$ cat config.mk
export PLATFORM = sky130hd
export DESIGN_NAME = j11sram
export DESIGN_NICKNAME = d
export VERILOG_FILES = /design/src/rtl/j11sram_pkg.sv /design/src/rtl/j11sram.sv
export SDC_FILE = /design/constraint.sdc
export NUM_CORES = 1
export LEC_CHECK = 0
export ABC_AREA = 1
export CORE_ASPECT_RATIO = 2
export CORE_UTILIZATION = 55
export DETAILED_ROUTE_END_ITERATION = 16
export DONT_BUFFER_PORTS = 1
export GPL_TIMING_DRIVEN = 0
export PLACE_DENSITY_LB_ADDON = 0.25
export SLEW_MARGIN = 20
export SYNTH_ARGS = -nofsm -noshare
export SYNTH_HDL_FRONTEND = slang
export SYNTH_SLANG_ARGS = --single-unit
$ cat constraint.sdc
create_clock -name clk -period 1.6 [get_ports clk]
set_clock_uncertainty 0.2 [all_clocks]
set_input_delay 0.32 -clock clk [delete_from_list [all_inputs] [get_ports clk]]
set_output_delay 0.32 -clock clk [all_outputs]
set_load 0.01 [all_outputs]
$ cat src/rtl/j11sram_pkg.sv
// Shared definitions for the J11 async-SRAM controller: FSM state codes,
// wait-counter width and the per-byte even-parity helper.
package j11sram_pkg;

  localparam int CNT_W = 4;

  localparam logic [2:0] ST_IDLE   = 3'd0;
  localparam logic [2:0] ST_RD     = 3'd1;
  localparam logic [2:0] ST_WSETUP = 3'd2;
  localparam logic [2:0] ST_WPULSE = 3'd3;
  localparam logic [2:0] ST_WHOLD  = 3'd4;
  localparam logic [2:0] ST_ACK    = 3'd5;

  // bit 0 covers the low byte, bit 1 the high byte
  function automatic logic [1:0] byte_par(input logic [15:0] d);
    return {^d[15:8], ^d[7:0]};
  endfunction

endpackage

$ cat src/rtl/j11sram.sv
// Async 16-bit SRAM controller behind the J11 dmem port; all SRAM pins registered.
// Latency: read ack at T+RD_WAIT+2, write ack at T+WR_WAIT+4 (T = acceptance cycle).
// Backpressure: one transaction in flight; dmemreq is held until the dmemack pulse. Optional byte parity: J11SRAM_PARITY_EN.
module j11sram
  import j11sram_pkg::*;
#(
  parameter int ADDR_W  = 21,
  parameter int RD_WAIT = 2,
  parameter int WR_WAIT = 1
) (
  input  logic              clk,
  input  logic              rst,
  input  logic              dmemreq,
  input  logic              dmemwr,
  input  logic [21:0]       dmemaddr,
  input  logic [15:0]       dmemwdata,
  output logic              dmemack,
  output logic [15:0]       dmemrdata,
  output logic [ADDR_W-1:0] sram_addr,
  output logic [15:0]       sram_dq_o,
  input  logic [15:0]       sram_dq_i,
  output logic              sram_dq_oe,
  output logic              sram_ce_n,
  output logic              sram_oe_n,
  output logic              sram_we_n
`ifdef J11SRAM_PARITY_EN
  ,
  output logic [1:0]        sram_par_o,
  input  logic [1:0]        sram_par_i,
  output logic              perr
`endif
);

  localparam logic [CNT_W-1:0] RD_CNT = CNT_W'(RD_WAIT);
  localparam logic [CNT_W-1:0] WR_CNT = CNT_W'(WR_WAIT);

  logic [2:0]       state, state_nxt;
  logic [CNT_W-1:0] cnt, cnt_nxt;
  logic             accept, capture;
  logic             ce_n_nxt, oe_n_nxt, we_n_nxt, dq_oe_nxt, ack_nxt;

  // byte-lane bit 0 and any address bits above the SRAM width are don't-care
  logic unused_addr;
  assign unused_addr = ^dmemaddr;

  always_ff @(posedge clk) begin
    if (rst) begin
      state      <= ST_IDLE;
      cnt        <= '0;
      sram_ce_n  <= 1'b1;
      sram_oe_n  <= 1'b1;
      sram_we_n  <= 1'b1;
      sram_dq_oe <= 1'b0;
      dmemack    <= 1'b0;
      dmemrdata  <= '0;
      sram_addr  <= '0;
      sram_dq_o  <= '0;
`ifdef J11SRAM_PARITY_EN
      sram_par_o <= '0;
      perr       <= 1'b0;
`endif
    end else begin
      state      <= state_nxt;
      cnt        <= cnt_nxt;
      sram_ce_n  <= ce_n_nxt;
      sram_oe_n  <= oe_n_nxt;
      sram_we_n  <= we_n_nxt;
      sram_dq_oe <= dq_oe_nxt;
      dmemack    <= ack_nxt;
      if (accept) begin
        sram_addr <= dmemaddr[ADDR_W:1];
        sram_dq_o <= dmemwdata;
`ifdef J11SRAM_PARITY_EN
        sram_par_o <= byte_par(dmemwdata);
`endif
      end
      if (capture) begin
        dmemrdata <= sram_dq_i;
      end
`ifdef J11SRAM_PARITY_EN
      perr <= capture && (sram_par_i != byte_par(sram_dq_i));
`endif
    end
  end

  always_comb begin
    state_nxt = state;
    cnt_nxt   = cnt;
    case (state)
      ST_IDLE: begin
        if (dmemreq) begin
          state_nxt = dmemwr ? ST_WSETUP : ST_RD;
          cnt_nxt   = dmemwr ? '0 : RD_CNT;
        end
      end
      ST_RD: begin
        if (cnt != '0) cnt_nxt = cnt - 1'b1;
        else           state_nxt = ST_ACK;
      end
      ST_WSETUP: begin
        state_nxt = ST_WPULSE;
        cnt_nxt   = WR_CNT;
      end
      ST_WPULSE: begin
        if (cnt != '0) cnt_nxt = cnt - 1'b1;
        else           state_nxt = ST_WHOLD;
      end
      ST_WHOLD: state_nxt = ST_ACK;
      // ACK ignores dmemreq so a still-held request is not issued twice
      ST_ACK:   state_nxt = ST_IDLE;
      default:  state_nxt = ST_IDLE;
    endcase
  end

  // Pins are registered, so each control is decoded from the state being entered.
  always_comb begin
    accept    = (state == ST_IDLE) && dmemreq;
    capture   = (state == ST_RD) && (cnt == '0);
    ce_n_nxt  = !(state_nxt inside {ST_RD, ST_WSETUP, ST_WPULSE, ST_WHOLD});
    oe_n_nxt  = (state_nxt != ST_RD);
    we_n_nxt  = (state_nxt != ST_WPULSE);
    dq_oe_nxt = (state_nxt inside {ST_WSETUP, ST_WPULSE, ST_WHOLD});
    ack_nxt   = (state_nxt == ST_ACK);
  end

endmodule

==> insert_results.sql, run 1 <==
INSERT INTO impl_metrics (metric_group, metric, value, unit) VALUES
('outcome', 'run_status', 'finished, final reports clean', ''),
('cells_and_area', 'num_antenna_cells', '0', ''),
('setup_path', 'crit_chain', 'nor2_4 -> nand3_2 -> buf_6 -> buf_6 -> o21ai_0 -> a21oi_1', ''),
('timing', 'timing_worst_slew_pin_value', '0.4364', 'ns'),
('power', 'ir_drop', '1.223', 'mV'),
('floorplan', 'die_w', '50.43', 'um'),
('place', 'count_of_buffers_from_port_buffering', '0', ''),
('cts', 'cts_tree', 'yes', ''),
('cts', 'clock_insertion_delay_worst_skew', '0.34', 'ns'),
('place', 'gp_congestion', '0.8940', ''),
('setup_path', 'crit_path_max_fanout', '10', ''),
('detailed_routing', 'dr_total_vias', '2371', ''),
('logic_synthesis', 'netlist_instances', '326', ''),
('cells_and_area', 'final_nets', '449', ''),
('timing', 'layout_min_cycle_time', '1.526', 'ns'),
('timing', 'hold_violations', '0', ''),
('floorplan', 'floorplan_row_count', '34', ''),
('detailed_routing', 'first_iter_violations', '38', ''),
('cts', 'clockRootBuffer', 'clkbuf_8', ''),
('global_routing', 'number_of_global_route_vias_before_repair', '2385', ''),
('logic_synthesis', 'synth_sequential_area_ratio', '50.44', '%'),
('power', 'total_power_density_per_cell_area', '1854', 'nW/um^2'),
('setup_path', 'crit_path_top_delay_cell', 'dfxtp_4', ''),
('flow_run', 'max-cap-violations', '0', ''),
('setup_path', 'crit_start_category', 'register', ''),
('logic_synthesis', 'syn_area', '2580', 'sq um'),
('logic_synthesis', 'register_bit_total_from_synthesis', '65', ''),
('detailed_routing', 'drt-total-wl', '6.730', 'mm'),
('cells_and_area', 'layout-area-overhead-vs-synth', '30.60', '%'),
('logic_synthesis', 'avgSynthCellArea', '7.914', 'sq um'),
('floorplan', 'die_h', '98.86', 'um'),
('cts', 'cts_post_setup_buffers_inserted', '0', ''),
('worst_hold_path', 'hold_path_startpoint', 'dmemaddr[3]', ''),
('logic_synthesis', 'post-synth-top-area-fraction', '50.44', '%'),
('logic_synthesis', 'synth.area.top_cells', 'dfxtp_1, o21ai_0, a21oi_1', ''),
('global_routing', 'grt_antenna_before_repair', '0', ''),
('logic_synthesis', 'warnings_from_yosys', '0', ''),
('cells_and_area', 'mostFrequentLayoutCell', 'dfxtp_1', ''),
('detailed_routing', 'drcViolationCount', '0', ''),
('logic_synthesis', 'syn-num-nets', '386', ''),
('global_routing', 'grt_start_max_net_pins', '11', ''),
('timing', 'relSlewSlack', '70.91', '%'),
('worst_hold_path', 'hold_path.class', 'in2reg', ''),
('cts', 'cts_buffers', '9', ''),
('setup_path', 'critPathKind', 'reg2reg', ''),
('timing', 'max_freq', '655.4', 'MHz'),
('cts', 'cts_max_level', '3', ''),
('floorplan', 'floorplan.core_area', '4424', 'sq um'),
('setup_path', 'regToRegStartpoint', 'state[2]$_SDFF_PP0_', ''),
('detailed_routing', 'avgViaCountPerCell', '5.316', ''),
('timing', 'final_min_period_over_clock_period', '95.36', '%'),
('setup_path', 'critical_path.max_stage_delay', '0.39', 'ns'),
('timing', 'setup_viol_count_final', '0', ''),
('floorplan', 'floorplan.io_pins', '116', ''),
('floorplan', 'floorplan.initialDensity', '58.31', '%'),
('cells_and_area', 'post_layout_nonfiller_instances', '446', ''),
('setup_path', 'signal_arrival_time_at_the_worst_endpoint', '1.55', 'ns'),
('timing', 'setup_slack', '0.07428', 'ns'),
('logic_synthesis', 'synth_top_cell_by_area', 'dfxtp_1', ''),
('cells_and_area', 'drive_gt1_share', '11.22', '%'),
('place', 'dp.final_hpwl', '4.250', 'mm'),
('cells_and_area', 'utilization', '76.16', '%'),
('setup_path', 'worst-endpoint-required', '1.62', 'ns'),
('place', 'place_inst', '380', ''),
('global_routing', 'grt_pass1_wl', '10.62', 'mm'),
('cells_and_area', 'highest_count_cells_in_the_layout_ignoring_fill_and_taps', 'dfxtp_1, dlygate4sd3_1, inv_1, o21ai_0, nor2_1', ''),
('detailed_routing', 'tritonroute_pass_1_iters', '4', ''),
('setup_path', 'setup.worst_path.start', 'state[2]$_SDFF_PP0_', ''),
('cts', 'cts_sinks', '65', ''),
('setup_path', 'worstSetupEndpointType', 'register', ''),
('detailed_routing', 'final_antenna_net_count', '0', '');
[layer usage]
metal	vias up	track usage (%)	share of wire (%)	wire length, um
li1	1161	-	-	-
met1	1068	25.37	34	2280
met5	-	0	0	0
met4	0	18.80	4.2	283
met3	27	8.025	7.5	504
met2	115	51.90	54	3662
[synthesized netlist by cell type, drive strengths merged]
cell type,n
nor3,1
dfxtp,65
a21oi,43
nand3,8
o21ai,57
nand4,2
nor2,48
clkbuf,5
o211ai,1
ha,2
inv,53
buf,11
nand2,28
xnor2,1
nand3b,1
[cells by family after synthesis]
family	Yosys count	synth area share (%)
AO/OA/AOI/OAI	101	20.13
AND/OR/NAND/NOR	88	15.37
buffers and inverters	69	12.75
flip-flops	65	50.44
adder cells (fa/ha/maj)	2	0.9698
XOR/XNOR	1	0.3395
[registers in the layout, summed over array words and instances (netlist names)]
name and cells:
state 3, dmemack 1, cnt 4, sram_dq_o 16, sram_oe_n 1, sram_dq_oe 1, dmemrdata 16, sram_ce_n 1
sram_addr 21, sram_we_n 1
[worst paths after layout]
path,to,slack [ns],depth (start not counted)
hold / removal,sram_addr[2]$_SDFFE_PP0P_,0.007,2
setup / recovery,sram_addr[14]$_SDFFE_PP0P_,0.07,6
hold reg to reg,sram_addr[11]$_SDFFE_PP0P_,0.29,2
setup reg to reg,sram_addr[14]$_SDFFE_PP0P_,0.07,6
[metrics by stage]
stage	area, sq um	power, uW	hold slack, ns	setup TNS, ns
floorplan	2580	4371	0.1891	0
global placement	2648	4758	0.1922	0
detailed placement	2648	4821	0.1957	-0.05087
CTS	3342	6151	0.006900	0
global route	3369	6686	0.02076	0
finish	3369	6246	0.007206	0
[area by class of cell]
| class | count | area (sq um) |
|---|---|---|
| clock inverter | 3 | 17.52 |
| timing repair buffer | 52 | 520.5 |
| buffer | 16 | 126.4 |
| fill | 324 | 1055 |
| multi-input combinational | 192 | 972.2 |
| tap | 54 | 67.56 |
| clock buffer | 11 | 151.4 |
| sequential | 65 | 1308 |
| inverter | 53 | 206.4 |
[report_power, final]
group / internal (uW) / switching, uW / leakage [uW]
Combinational: 864 / 1280 / 0.000815
Clock: 623 / 587 / 0.0000871
Sequential: 2210 / 683 / 0.000537
Total: 3700 / 2550 / 0.00144
[critical path: cells and delay by family, from the launching register on]
kind,cells,cell delay [ns]
simple gates,2,0.27
buf+inv,2,0.30
compound gates,2,0.24
flops,1,0.39
[repair_timing]
action                                  4_1_cts  5_1_grt
pin swaps                                     0        1
hold buffers                                 52        0
gates resized for setup                       3       11
endpoints found under the setup margin       29       47
hold endpoints to repair                     56        0
No activity file was read; power rests on OpenSTA's default activity.
==> run 2, diff against run 1 <==
==> constraint.sdc (replaced) <==
create_clock -name clk -period 1.9 [get_ports clk]
set_clock_uncertainty 0.2 [all_clocks]
set_input_delay 0.38 -clock clk [delete_from_list [all_inputs] [get_ports clk]]
set_output_delay 0.38 -clock clk [all_outputs]
set_load 0.01 [all_outputs]
==> run 2 against run 1 <==
Combinational power down 23%. Register-to-register slack improved by 0.16 ns. Largest cell class unchanged. Die area unchanged. Clock-buffer cell count did not move. Critical endpoint is now sram_addr[3]$_SDFFE_PP0P_. Setup slack gained 0.16 ns. Routed wire length decreased by 14%. Largest power group unchanged.
==> insert_results.sql, run 2 (same netlist as run 1, synthesis figures left out) <==
INSERT INTO impl_metrics (metric_group, metric, value, unit) VALUES
('outcome', 'run_status', 'finished, final reports clean', ''),
('place', 'count_of_buffers_from_port_buffering', '0', ''),
('timing', 'drv_slew', '0', ''),
('detailed_routing', 'final_antenna_net_count', '0', ''),
('cts', 'clock_insertion_delay_worst_skew', '0.33', 'ns'),
('setup_path', 'critical_path.max_stage_delay', '0.55', 'ns'),
('cells_and_area', 'top_regs', 'sram_addr x21, dmemrdata x16, sram_dq_o x16', ''),
('timing', 'fin_setup_tns', '0', 'ns'),
('setup_path', 'setup.worst_path.start', 'state[2]$_SDFF_PP0_', ''),
('power', 'total_leakage_power', '0.001281', 'uW'),
('global_routing', 'grt_pass1_wl', '9.280', 'mm'),
('floorplan', 'die_h', '98.86', 'um'),
('timing', 'max_freq', '598.8', 'MHz'),
('place', 'dpl-instance-area', '2648', 'sq um'),
('global_routing', 'grt-ovfl-total', '0', ''),
('cells_and_area', 'postLayoutCellArea', '2977', 'sq um'),
('setup_path', 'crit_path_top_delay_cell', 'dfxtp_1', ''),
('place', 'dp.final_hpwl', '4.250', 'mm'),
('timing', 'setup_viol_count_final', '0', ''),
('timing', 'final_min_period_over_clock_period', '87.89', '%'),
('cells_and_area', 'post_layout_nonfiller_instances', '410', ''),
('place', 'place_inst', '380', ''),
('cts', 'clock_tree.buffer_depth', '2', ''),
('setup_path', 'regToRegStartpoint', 'state[2]$_SDFF_PP0_', ''),
('cts', 'cts_buffers', '9', ''),
('setup_path', 'crit_family', 'flip-flops', ''),
('global_routing', 'grt_start_max_net_pins', '11', ''),
('detailed_routing', 'tritonroute_pass_1_iters', '4', ''),
('setup_path', 'worstPathBufferInverterCount', '1', ''),
('timing', 'unrepaired_setup_endpoints_after_global_routing', 'false', ''),
('timing', 'timing_worst_slew_pin_value', '0.4312', 'ns'),
('timing', 'relSlewSlack', '71.25', '%'),
('detailed_routing', 'dr_total_vias', '2156', ''),
('detailed_routing', 'avgViaCountPerCell', '5.259', ''),
('place', 'gp_congestion', '0.8940', ''),
('detailed_routing', 'wl_cell', '14.15', 'um'),
('setup_path', 'crit_chain', 'nor2_2 -> nand3_2 -> clkbuf_1 -> o21ai_0 -> a21oi_1', ''),
('cts', 'cts.clk_slew.worst_paths', '0.07', 'ns'),
('floorplan', 'floorplan_row_count', '34', ''),
('cells_and_area', 'layout-area-overhead-vs-synth', '15.37', '%'),
('worst_hold_path', 'hold_path_startpoint', 'sram_dq_i[0]', ''),
('floorplan', 'floorplan.initialDensity', '58.31', '%'),
('timing', 'layout_min_cycle_time', '1.670', 'ns'),
('cts', 'clockRootBuffer', 'clkbuf_8', ''),
('global_routing', 'track_usage', '24.66', '%'),
('flow_run', 'max-cap-violations', '0', ''),
('setup_path', 'critPathKind', 'reg2reg', ''),
('cells_and_area', 'highest_count_cells_in_the_layout_ignoring_fill_and_taps', 'dfxtp_1, inv_1, o21ai_0, nor2_1, a21oi_1', ''),
('power', 'total_power_density_per_cell_area', '1701', 'nW/um^2'),
('power', 'ir_drop', '1.004', 'mV'),
('floorplan', 'design.die.area', '4986', 'sq um'),
('cells_and_area', 'drive_gt1_share', '9.551', '%'),
('cts', 'cts_post_setup_buffers_inserted', '0', ''),
('cells_and_area', 'largest_register_ffs', '21', ''),
('cts', 'cts_tree', 'yes', ''),
('cells_and_area', 'mostFrequentLayoutCell', 'dfxtp_1', ''),
('setup_path', 'worstSetupEndpointType', 'register', ''),
('cts', 'cts_sinks', '65', ''),
('worst_hold_path', 'hold_path.class', 'in2reg', ''),
('power', 'finalPower', '5063', 'uW'),
('setup_path', 'crit_start_category', 'register', ''),
('setup_path', 'worst-endpoint-required', '1.96', 'ns'),
('cts', 'cts_max_level', '3', ''),
('cells_and_area', 'final_nets', '413', ''),
('setup_path', 'signal_arrival_time_at_the_worst_endpoint', '1.73', 'ns'),
('floorplan', 'floorplan.io_pins', '116', ''),
('global_routing', 'grt_antenna_before_repair', '0', ''),
('detailed_routing', 'drt-total-wl', '5.802', 'mm'),
('setup_path', 'crit_path_max_fanout', '10', ''),
('floorplan', 'die_w', '50.43', 'um'),
('detailed_routing', 'first_iter_violations', '58', ''),
('timing', 'hold_violations', '0', ''),
('floorplan', 'floorplan.core_area', '4424', 'sq um'),
('cells_and_area', 'num_antenna_cells', '0', ''),
('cells_and_area', 'register_bank_with_the_most_flops', 'sram_addr', ''),
('detailed_routing', 'drcViolationCount', '0', ''),
('global_routing', 'number_of_global_route_vias_before_repair', '2092', '');
-- run 2: routing by layer --
layer / vias up / wire (um) / share of wire, % / track usage [%]
met2: 105 / 3219 / 55 / 44.51
met1: 953 / 1979 / 34 / 23.00
li1: 1084 / - / - / -
met5: - / 0 / 0 / 0
met4: 0 / 116 / 2.0 / 15.17
met3: 14 / 487 / 8.4 / 7.716
-- run 2: worst register-to-register path, stage by stage (launching register included) --
cell and delay [ns]:
dfxtp_1 0.55, nor2_2 0.14, nand3_2 0.10, clkbuf_1 0.33, o21ai_0 0.14, a21oi_1 0.14
-- run 2: stage by stage --
stage	worst slack, ns	hold slack (ns)	util (%)
6_report	0.2300	0.01081	67.28
5_1_grt	0.09160	0.005689	67.28
4_1_cts	0.2432	0.006933	67.28
3_5_place_dp	0.2515	0.2557	59.84
3_3_place_gp	0.2983	0.2522	59.84
2_1_floorplan	0.4238	0.2491	-
-- run 2: repair_timing --
| item | in CTS | in global routing |
|---|---|---|
| hold buffers | 16 | 0 |
| hold endpoints to repair | 20 | 0 |
| gates resized for setup | 0 | 0 |
| endpoints found under the setup margin | 0 | 0 |
-- run 2: worst paths after layout --
kind                          endpoint  slack [ns]  cells past startpoint
max          sram_addr[3]$_SDFFE_PP0P_        0.23                      5
max reg2reg  sram_addr[3]$_SDFFE_PP0P_        0.23                      5
min          dmemrdata[0]$_SDFFE_PP0P_        0.01                      2
min reg2reg  sram_addr[1]$_SDFFE_PP0P_        0.29                      2
-- run 2: cell type report --
class / instances / area [sq um]
tap: 54 / 67.56
sequential: 65 / 1301
timing repair buffer: 16 / 160.2
clock inverter: 3 / 17.52
multi-input combinational: 192 / 949.7
inverter: 53 / 203.9
buffer: 16 / 125.1
clock buffer: 11 / 151.4
fill: 381 / 1448
-- run 2: power breakdown --
group	internal, uW	switching [uW]	total [uW]
clock	525	482	1010
combinational	646	1010	1650
sequential	1850	550	2400
total	3020	2040	5060
